`src/rtl/key_debounce.sv`:
```
// key_debounce: 2-flop sync + per-key debounce FSM, press/release pulses.
// Long-press detection is built only when KEY_DEBOUNCE_LONGPRESS_EN is defined.
module key_debounce #(
    parameter int DEBOUNCE_CYCLES = 1000000,
    parameter int LONG_CYCLES     = 50000000
) (
    input  logic       clk,
    input  logic       rst_n,
    input  logic [3:0] key_raw,
    output logic [3:0] key_clean,
    output logic [3:0] key_press,
    output logic [3:0] key_release,
    output logic [3:0] key_long
);

    if (DEBOUNCE_CYCLES < 2 || DEBOUNCE_CYCLES > 16777215) begin : g_bad_db
        $error("key_debounce: DEBOUNCE_CYCLES out of range");
    end

    if (LONG_CYCLES < 2 || LONG_CYCLES > 67108863) begin : g_bad_long
        $error("key_debounce: LONG_CYCLES out of range");
    end

    typedef enum logic [1:0] {
        UP     = 2'd0,
        CNT_DN = 2'd1,
        DOWN   = 2'd2,
        CNT_UP = 2'd3
    } state_t;

    localparam logic [23:0] DB_LAST = 24'(DEBOUNCE_CYCLES - 1);

    logic [3:0]  sync1_q;
    logic [3:0]  sync2_q;
    state_t      state_q [4];
    state_t      state_d [4];
    logic [23:0] cnt_q   [4];
    logic [23:0] cnt_d   [4];
    logic [3:0]  press_q;
    logic [3:0]  press_d;
    logic [3:0]  release_q;
    logic [3:0]  release_d;

    // two-flop synchronizer, resets high to match released keys
    always_ff @(posedge clk or negedge rst_n) begin
        if (!rst_n) begin
            sync1_q <= '1;
            sync2_q <= '1;
        end else begin
            sync1_q <= key_raw;
            sync2_q <= sync1_q;
        end
    end

    // per-channel state, debounce counter and registered edge pulses
    always_ff @(posedge clk or negedge rst_n) begin
        if (!rst_n) begin
            for (int i = 0; i < 4; i++) begin
                state_q[i] <= UP;
                cnt_q[i]   <= '0;
            end
            press_q   <= '0;
            release_q <= '0;
        end else begin
            for (int i = 0; i < 4; i++) begin
                state_q[i] <= state_d[i];
                cnt_q[i]   <= cnt_d[i];
            end
            press_q   <= press_d;
            release_q <= release_d;
        end
    end

    // next state: a level is accepted after DEBOUNCE_CYCLES equal samples
    always_comb begin
        press_d   = '0;
        release_d = '0;
        for (int i = 0; i < 4; i++) begin
            state_d[i] = state_q[i];
            cnt_d[i]   = '0;
            unique case (state_q[i])
                UP: begin
                    if (!sync2_q[i]) begin
                        state_d[i] = CNT_DN;
                        cnt_d[i]   = 24'd1;
                    end
                end
                CNT_DN: begin
                    if (sync2_q[i]) begin
                        state_d[i] = UP;
                    end else if (cnt_q[i] == DB_LAST) begin
                        state_d[i] = DOWN;
                        press_d[i] = 1'b1;
                    end else begin
                        cnt_d[i] = cnt_q[i] + 24'd1;
                    end
                end
                DOWN: begin
                    if (sync2_q[i]) begin
                        state_d[i] = CNT_UP;
                        cnt_d[i]   = 24'd1;
                    end
                end
                CNT_UP: begin
                    if (!sync2_q[i]) begin
                        state_d[i] = DOWN;
                    end else if (cnt_q[i] == DB_LAST) begin
                        state_d[i]   = UP;
                        release_d[i] = 1'b1;
                    end else begin
                        cnt_d[i] = cnt_q[i] + 24'd1;
                    end
                end
                default: begin
                    state_d[i] = UP;
                end
            endcase
        end
    end

    // counting states keep the previously accepted level
    always_comb begin
        key_clean = '1;
        for (int i = 0; i < 4; i++) begin
            key_clean[i] = !(state_q[i] == DOWN || state_q[i] == CNT_UP);
        end
    end

    assign key_press   = press_q;
    assign key_release = release_q;

`ifdef KEY_DEBOUNCE_LONGPRESS_EN

    localparam logic [25:0] LONG_LAST = 26'(LONG_CYCLES - 1);

    logic [25:0] hold_q [4];
    logic [3:0]  long_q;

    // hold timer runs while the press is accepted; saturates past the fire point
    always_ff @(posedge clk or negedge rst_n) begin
        if (!rst_n) begin
            for (int i = 0; i < 4; i++) begin
                hold_q[i] <= '0;
            end
            long_q <= '0;
        end else begin
            long_q <= '0;
            for (int i = 0; i < 4; i++) begin
                if (state_q[i] == CNT_DN && state_d[i] == DOWN) begin
                    hold_q[i] <= '0;
                end else if (state_q[i] == DOWN || state_q[i] == CNT_UP) begin
                    if (hold_q[i] == LONG_LAST) begin
                        long_q[i] <= 1'b1;
                        hold_q[i] <= hold_q[i] + 26'd1;
                    end else if (hold_q[i] < LONG_LAST) begin
                        hold_q[i] <= hold_q[i] + 26'd1;
                    end
                end
            end
        end
    end

    assign key_long = long_q;

`else

    assign key_long = '0;

`endif

endmodule

```
`config.mk`:
```
export PLATFORM = sky130hd
export DESIGN_NAME = key_debounce
export DESIGN_NICKNAME = d
export VERILOG_FILES = /design/src/rtl/key_debounce.sv
export SDC_FILE = /design/constraint.sdc
export NUM_CORES = 1
export LEC_CHECK = 0
export ABC_AREA = 1
export BUFFER_PORTS_ARGS = -buffer_cell sky130_fd_sc_hd__buf_2
export CELL_PAD_IN_SITES_DETAIL_PLACEMENT = 0
export CELL_PAD_IN_SITES_GLOBAL_PLACEMENT = 1
export CORE_ASPECT_RATIO = 0.75
export CORE_MARGIN = 2
export CORE_UTILIZATION = 25
export CTS_CLUSTER_SIZE = 8
export DETAILED_ROUTE_END_ITERATION = 10
export PLACE_DENSITY_LB_ADDON = 0.1
export SETUP_SLACK_MARGIN = 0.5
export SLEW_MARGIN = 0
export SYNTH_ARGS = -nofsm -noshare
export SYNTH_HDL_FRONTEND = slang
export SYNTH_SLANG_ARGS = --single-unit
```
`constraint.sdc`:
```
create_clock -name clk -period 3.2 [get_ports clk]
set_input_delay 0.32 -clock clk [delete_from_list [all_inputs] [get_ports clk]]
set_output_delay 0.32 -clock clk [all_outputs]
set_load 0.005 [all_outputs]
```
==> metrics, run 1 <==
CTS tree=yes; first-pass GRT wire length=roughly 28,000 um; simple-gate share of the synthesized area=37.3%; leakage=3.29 nW; Tot GR Track Use=a little over an eighth; setup TNS=0 ns; DR WL/cell=13.2 um; startpoint type of the worst setup path=flip-flop; Routed WL=16,500 um; commonest non-fill, non-tap cell in the layout=nor2_1; FF-to-FF setup slack=between 1 and 1.5 ns; vias in the first global route=between 5,000 and 6,000; I/O Buffers=17; adder-cell share of the synthesized area=less than 1%; post-synthesis mux area share=0%; sequential share of the synthesized area=a little under half; Setup Skew=approximately 0.010 ns; Top FF cell, synth=dfrtp_1; cell count after synthesis=roughly 850; H-tree Lvls=4; post-synthesis cell type count=37; sw frac=about a quarter; status=finished clean; Die Area=27,500 um^2; Setup Buffers After CTS=0; layout cell share with drive strength beyond 1=between 10% and 20%; largest family of logic cells by synthesized area=simple AND/OR/NAND/NOR gates; pin count of the biggest net entering global routing=between 50 and 60; Internal Pwr Total=between 3 and 4 mW; via density per instance=4.23; initial drt markers=between 200 and 300; Slew Viols, Final=0; Worst Path Class, Setup=reg2reg; worst-path fanout max=12; Placer Congestion=~0.76; Die H=roughly 140 um; area share of the largest cell type after synthesis=~43%; Final Hold Violating Endpoints=0; Post-Synth XOR/XNOR Area=5.09%; global route overflow=0; Initial DRT Pass Iterations=5; Async SR Flop Fraction=100%; via count=roughly 5,300; Psw=around 970 uW; worst-skew pair later-pin latency=approximately 0.43 ns; CTS root buf=clkbuf_16; Slew @ Worst Pin=0.701 ns; RSZ-0062 raised after global routing=false; Req. time, crit path=between 3 and 4 ns; Residual DRC=0; clk sinks=120; clock tree buffer depth=2; Final setup viols=0; Post-DRT Antenna Nets=0; Peak Freq=slightly below 500 MHz; syn_area_per_cell=roughly 7.7 um^2; Post-synth EDFFs=0; power per standard cell area=517 nW/um^2; worst vdd ir=between 300 and 400 uV; Core Footprint=between 20,000 and 30,000 um^2; Final Critical Period=2.01 ns; DIE WIDTH=191 um; commonest non-fill, non-tap cells in the layout=nor2_1 (190), nand2_1 (183), dfrtp_1 (112), inv_1 (93), nand3_1 (50); initial antenna violation count=0; Hold WS=0.355 ns; num rows=about 50; IO Count=22; dominant cell type by area after synthesis=dfrtp_1; CTS buffer count=17; Synth area leaders=dfrtp_1 (43%), nor2_1 (11%), nand2_1 (11%); combinational power share=between 6 and 7%; Clk pin slew, worst setup/hold paths=0.06 ns; area of the mapped netlist=6540 um^2; sequential share of power=about two fifths; endpoint class of the critical path=flip-flop; Seq cells post-synth=120; Clk network pwr share=a little over half; antenna cells=0; Min-Delay Path Class=reg2reg; final net count=898; critical path data arrival time=between 2 and 2.5 ns; synth warn=0; max_cap viols=0; post-synthesis compound-gate area fraction=under 10%; Initial Utilization=about a quarter; slew margin rel.=52.8%; DP HPWL=~12,000 um; area delta synth->final=17.9%; crit share post-route=between 60% and 70%
[sequential cells by signal, indices dropped and copies added (netlist names), named ones only]
register     flops
cnt_q           96
sync2_q          4
state_q          4
sync1_q          4
key_release      4
key_press        4
[cell usage after synthesis (8+ instances only)]
cell and instances:
nor2_1 190, nand2_1 183, dfrtp_1 112, inv_1 93, nand3_1 50, nor3_1 40, xor2_1 29, a21oi_1 20
nand4_1 16, o21ai_0 13, nor2_2 11, nand2_2 10, buf_4 9, xnor2_1 9, dfstp_2 8, nor3b_1 8
[logic make-up after synthesis]
group                    after synthesis
AO/OA/AOI/OAI                         41
XOR/XNOR                              38
adder cells (fa/ha/maj)                4
buffers and inverters                112
flip-flops                           120
other                                  1
AND/OR/NAND/NOR                      537
[worst max-delay path, stage by stage, from the launching register on]
cell	delay, ns
dfrtp_1	0.42
ha_1	0.28
nand3_2	0.18
nor2_1	0.14
nand3_1	0.12
nand2_1	0.40
buf_4	0.29
nor2_1	0.07
[what timing repair did]
| item | 4_1_cts | 5_1_grt |
|---|---|---|
| resized for setup | 0 | 0 |
| endpoints found under the hold margin | 57 | 0 |
| hold buffers | 5 | 0 |
| setup endpoints to repair | 0 | 0 |
[layer usage]
| metal | wire length (um) | track usage (%) | vias to the layer above |
|---|---|---|---|
| li1 | - | - | 2742 |
| met1 | 9230 | 19.9 | 2458 |
| met2 | 6650 | 18.3 | 48 |
| met3 | 460 | 3.03 | 14 |
| met4 | 162 | 4.04 | 0 |
| met5 | 0 | 0 | - |
[stage by stage]
| stage | util [%] | setup slack, ns | std cells | total power, mW | cell area (um^2) |
|---|---|---|---|---|---|
| after floorplan | - | 1.79 | 856 | 1.80 | 6550 |
| after global placement | 27.1 | 1.31 | 1208 | 1.88 | 7010 |
| after detailed placement | 27.1 | 1.16 | 1208 | 1.87 | 7010 |
| after CTS | 29.8 | 1.16 | 1245 | 4.06 | 7700 |
| after global routing | 29.8 | 1.02 | 1245 | 4.17 | 7700 |
| final | 29.8 | 1.19 | 1245 | 3.98 | 7700 |
[power by group through the flow]
stage               combinational (mW)  sequential, mW  clock, mW
global placement                 0.256            1.63          0
finish                           0.244            1.60       2.14
CTS                              0.256            1.60       2.21
floorplan                        0.183            1.61          0
global route                     0.289            1.61       2.28
detailed placement               0.248            1.62          0
[final cells by class]
class | instances | area (um^2)
inverters | 99 | 372
multi-input cells | 624 | 3060
repair buffers | 26 | 184
clock inverters | 11 | 169
flip-flops and latches | 120 | 3010
well taps | 344 | 430
fillers | 2782 | 18100
clock buffers | 21 | 480
[worst paths after layout]
path | start | depth (start not counted) | endpoint
worst max-delay path | cnt_q[24] | 7 | cnt_q[38]
worst min-delay path | sync1_q[3] | 0 | sync2_q[3]
worst max register to register | cnt_q[24] | 7 | cnt_q[38]
worst min register to register | sync1_q[3] | 0 | sync2_q[3]
max in group asynchronous | rst_n | 3 | sync1_q[3]
min in group asynchronous | rst_n | 2 | cnt_q[31]
Note: power is estimated with default switching activity, not from simulation.
==> run 2, diff against run 1 <==
- clock period: 3.2 -> 1.75 ns (I/O delays scaled with it)
==> metrics, run 2 (synthesized netlist as in run 1, its figures left out) <==
status=finished clean; IO Count=22; power per standard cell area=729 nW/um^2; crit-path max cell delay=between 0.3 and 0.4 ns; slew margin rel.=between 60% and 70%; first-pass GRT wire length=a little over 30,000 um; crit share post-route=between 80% and 90%; setup TNS=0 ns; Initial DRT Pass Iterations=4; Tot GR Track Use=between 10 and 15%; Peak Freq=between 600 and 700 MHz; pin count of the biggest net entering global routing=48; initial drt markers=251; worst vdd ir=661 uV; num rows=about 50; reg2reg path depth=8; clock tree buffer depth=2; worst-skew pair later-pin latency=approximately 0.43 ns; crit path max-delay cell type=dfrtp_1; antenna cells=0; startpoint type of the worst setup path=flip-flop; I/O Buffers=17; via density per instance=~4.3; commonest non-fill, non-tap cell in the layout=nand2_1; CTS tree=yes; Post-DRT Antenna Nets=0; Reg area=3030 um^2; Residual DRC=0; Routed WL=around 19,000 um; Biggest register=cnt_q; leakage=around 4.4 nW; global route overflow=0; Clk pin slew, worst setup/hold paths=~0.06 ns; Slew @ Worst Pin=0.547 ns; max reg flops=96; via count=between 5,000 and 6,000; CP Depth=8; Initial Utilization=25.3%; Core Footprint=between 20,000 and 30,000 um^2; DR WL/cell=roughly 14 um; Min-Delay Path Class=in2async; clk sinks=120; DIE WIDTH=about 190 um; Die H=~140 um; Placer Congestion=0.733; Final Critical Period=between 1 and 1.5 ns; endpoint class of the critical path=flip-flop; Setup Skew=between 0.007 and 0.008 ns; Die Area=approximately 27,000 um^2; Slew Viols, Final=0; cell area after layout=between 10,000 and 15,000 um^2; worst-path fanout max=5; layout cell share with drive strength beyond 1=between 40% and 50%; Buf+Inv Stages, Crit Path=2; CP cell instances=ha_4, nand3_4, nor2_4, nand3_2, nand2_4, buf_12, buf_16, a21oi_4; initial antenna violation count=0; DP HPWL=around 13,000 um; Worst Path Class, Setup=reg2reg; Final Hold Violating Endpoints=0; footprint of the multi-input gates=4310 um^2; Placed Area=7270 um^2; area delta synth->final=56.7%; H-tree Lvls=4; CTS root buf=clkbuf_16; vias in the first global route=approximately 5,900; FILL cells=around 2,600; final net count=roughly 1,000; CTS buffer count=17; RSZ-0062 raised after global routing=true; commonest non-fill, non-tap cells in the layout=nand2_1 (151), nor2_1 (104), dfrtp_1 (100), buf_4 (98), inv_1 (73); max_cap viols=0; critical path data arrival time=about 1.8 ns; Final setup viols=0; CP delay by family, top=simple AND/OR/NAND/NOR gates; Req. time, crit path=around 2 ns
==> run 2: cell count changes in the layout (fill, tap and decap cells not counted), moves of 14 or more <==
cell / previous run / this run
buf_4: 3 / 98
nor2_1: 190 / 104
nor2_2: 11 / 58
nor2_4: 6 / 45
nand2_1: 183 / 151
buf_6: 1 / 31
nand3_1: 50 / 25
nor3_1: 40 / 17
inv_1: 93 / 73
nand2_2: 10 / 27
nand3_2: 6 / 22
inv_2: 6 / 20
nand2_4: 2 / 16
==> run 2: cell type report <==
cell class,instances,area share [%]
Sequential cell,120,29.6
Tap cell,344,4.20
Clock inverter,9,0.953
Multi-Input combinational cell,624,42.1
Clock buffer,23,4.76
Inverter,99,3.91
Timing Repair Buffer,164,14.5
==> run 2: what timing repair did <==
item	in CTS	in global routing
endpoints found under the hold margin	40	0
endpoints found under the setup margin	113	115
pin swaps	95	85
hold buffers	5	0
gates resized for setup	193	174
gates cloned	1	0
setup buffers	81	35
==> run 2: stage by stage <==
stage | worst slack (ns) | cells | power, mW | utilization, % | hold slack [ns]
2_1_floorplan | 0.432 | 856 | 3.31 | - | -0.121
3_3_place_gp | 0.126 | 1229 | 3.52 | 28.1 | 0.179
3_5_place_dp | 0.120 | 1229 | 3.51 | 28.1 | 0.175
4_1_cts | 0.261 | 1348 | 7.40 | 35.9 | 0.288
5_1_grt | 0.161 | 1383 | 7.82 | 39.6 | 0.305
6_report | 0.272 | 1383 | 7.47 | 39.6 | 0.279
==> run 2: layer usage <==
| layer | GRT usage [%] | up-vias | share of wire [%] |
|---|---|---|---|
| met4 | 4.57 | 0 | 0.88 |
| met5 | 0 | - | 0 |
| met1 | 20.7 | 2879 | 52 |
| met2 | 21.5 | 56 | 45 |
| li1 | - | 3034 | - |
| met3 | 3.25 | 11 | 2.2 |
==> run 2: final timing paths <==
check                           slack, ns            to       start
worst min register to register       0.35    sync2_q[0]  sync1_q[0]
worst max register to register       0.27     cnt_q[60]   cnt_q[49]
worst min-delay path                 0.28  key_press[2]       rst_n
worst max-delay path                 0.27     cnt_q[60]   cnt_q[49]
min in group clk                     0.35    sync2_q[0]  sync1_q[0]
max in group asynchronous            0.87     cnt_q[68]       rst_n
==> run 2: report_power, final <==
| part | internal, mW | switching (mW) | leakage (nW) | total [mW] |
|---|---|---|---|---|
| Combinational | 0.435 | 0.533 | 2.50 | 0.968 |
| Clock | 2.23 | 1.32 | 0.292 | 3.55 |
| Sequential | 2.86 | 0.0935 | 1.61 | 2.95 |
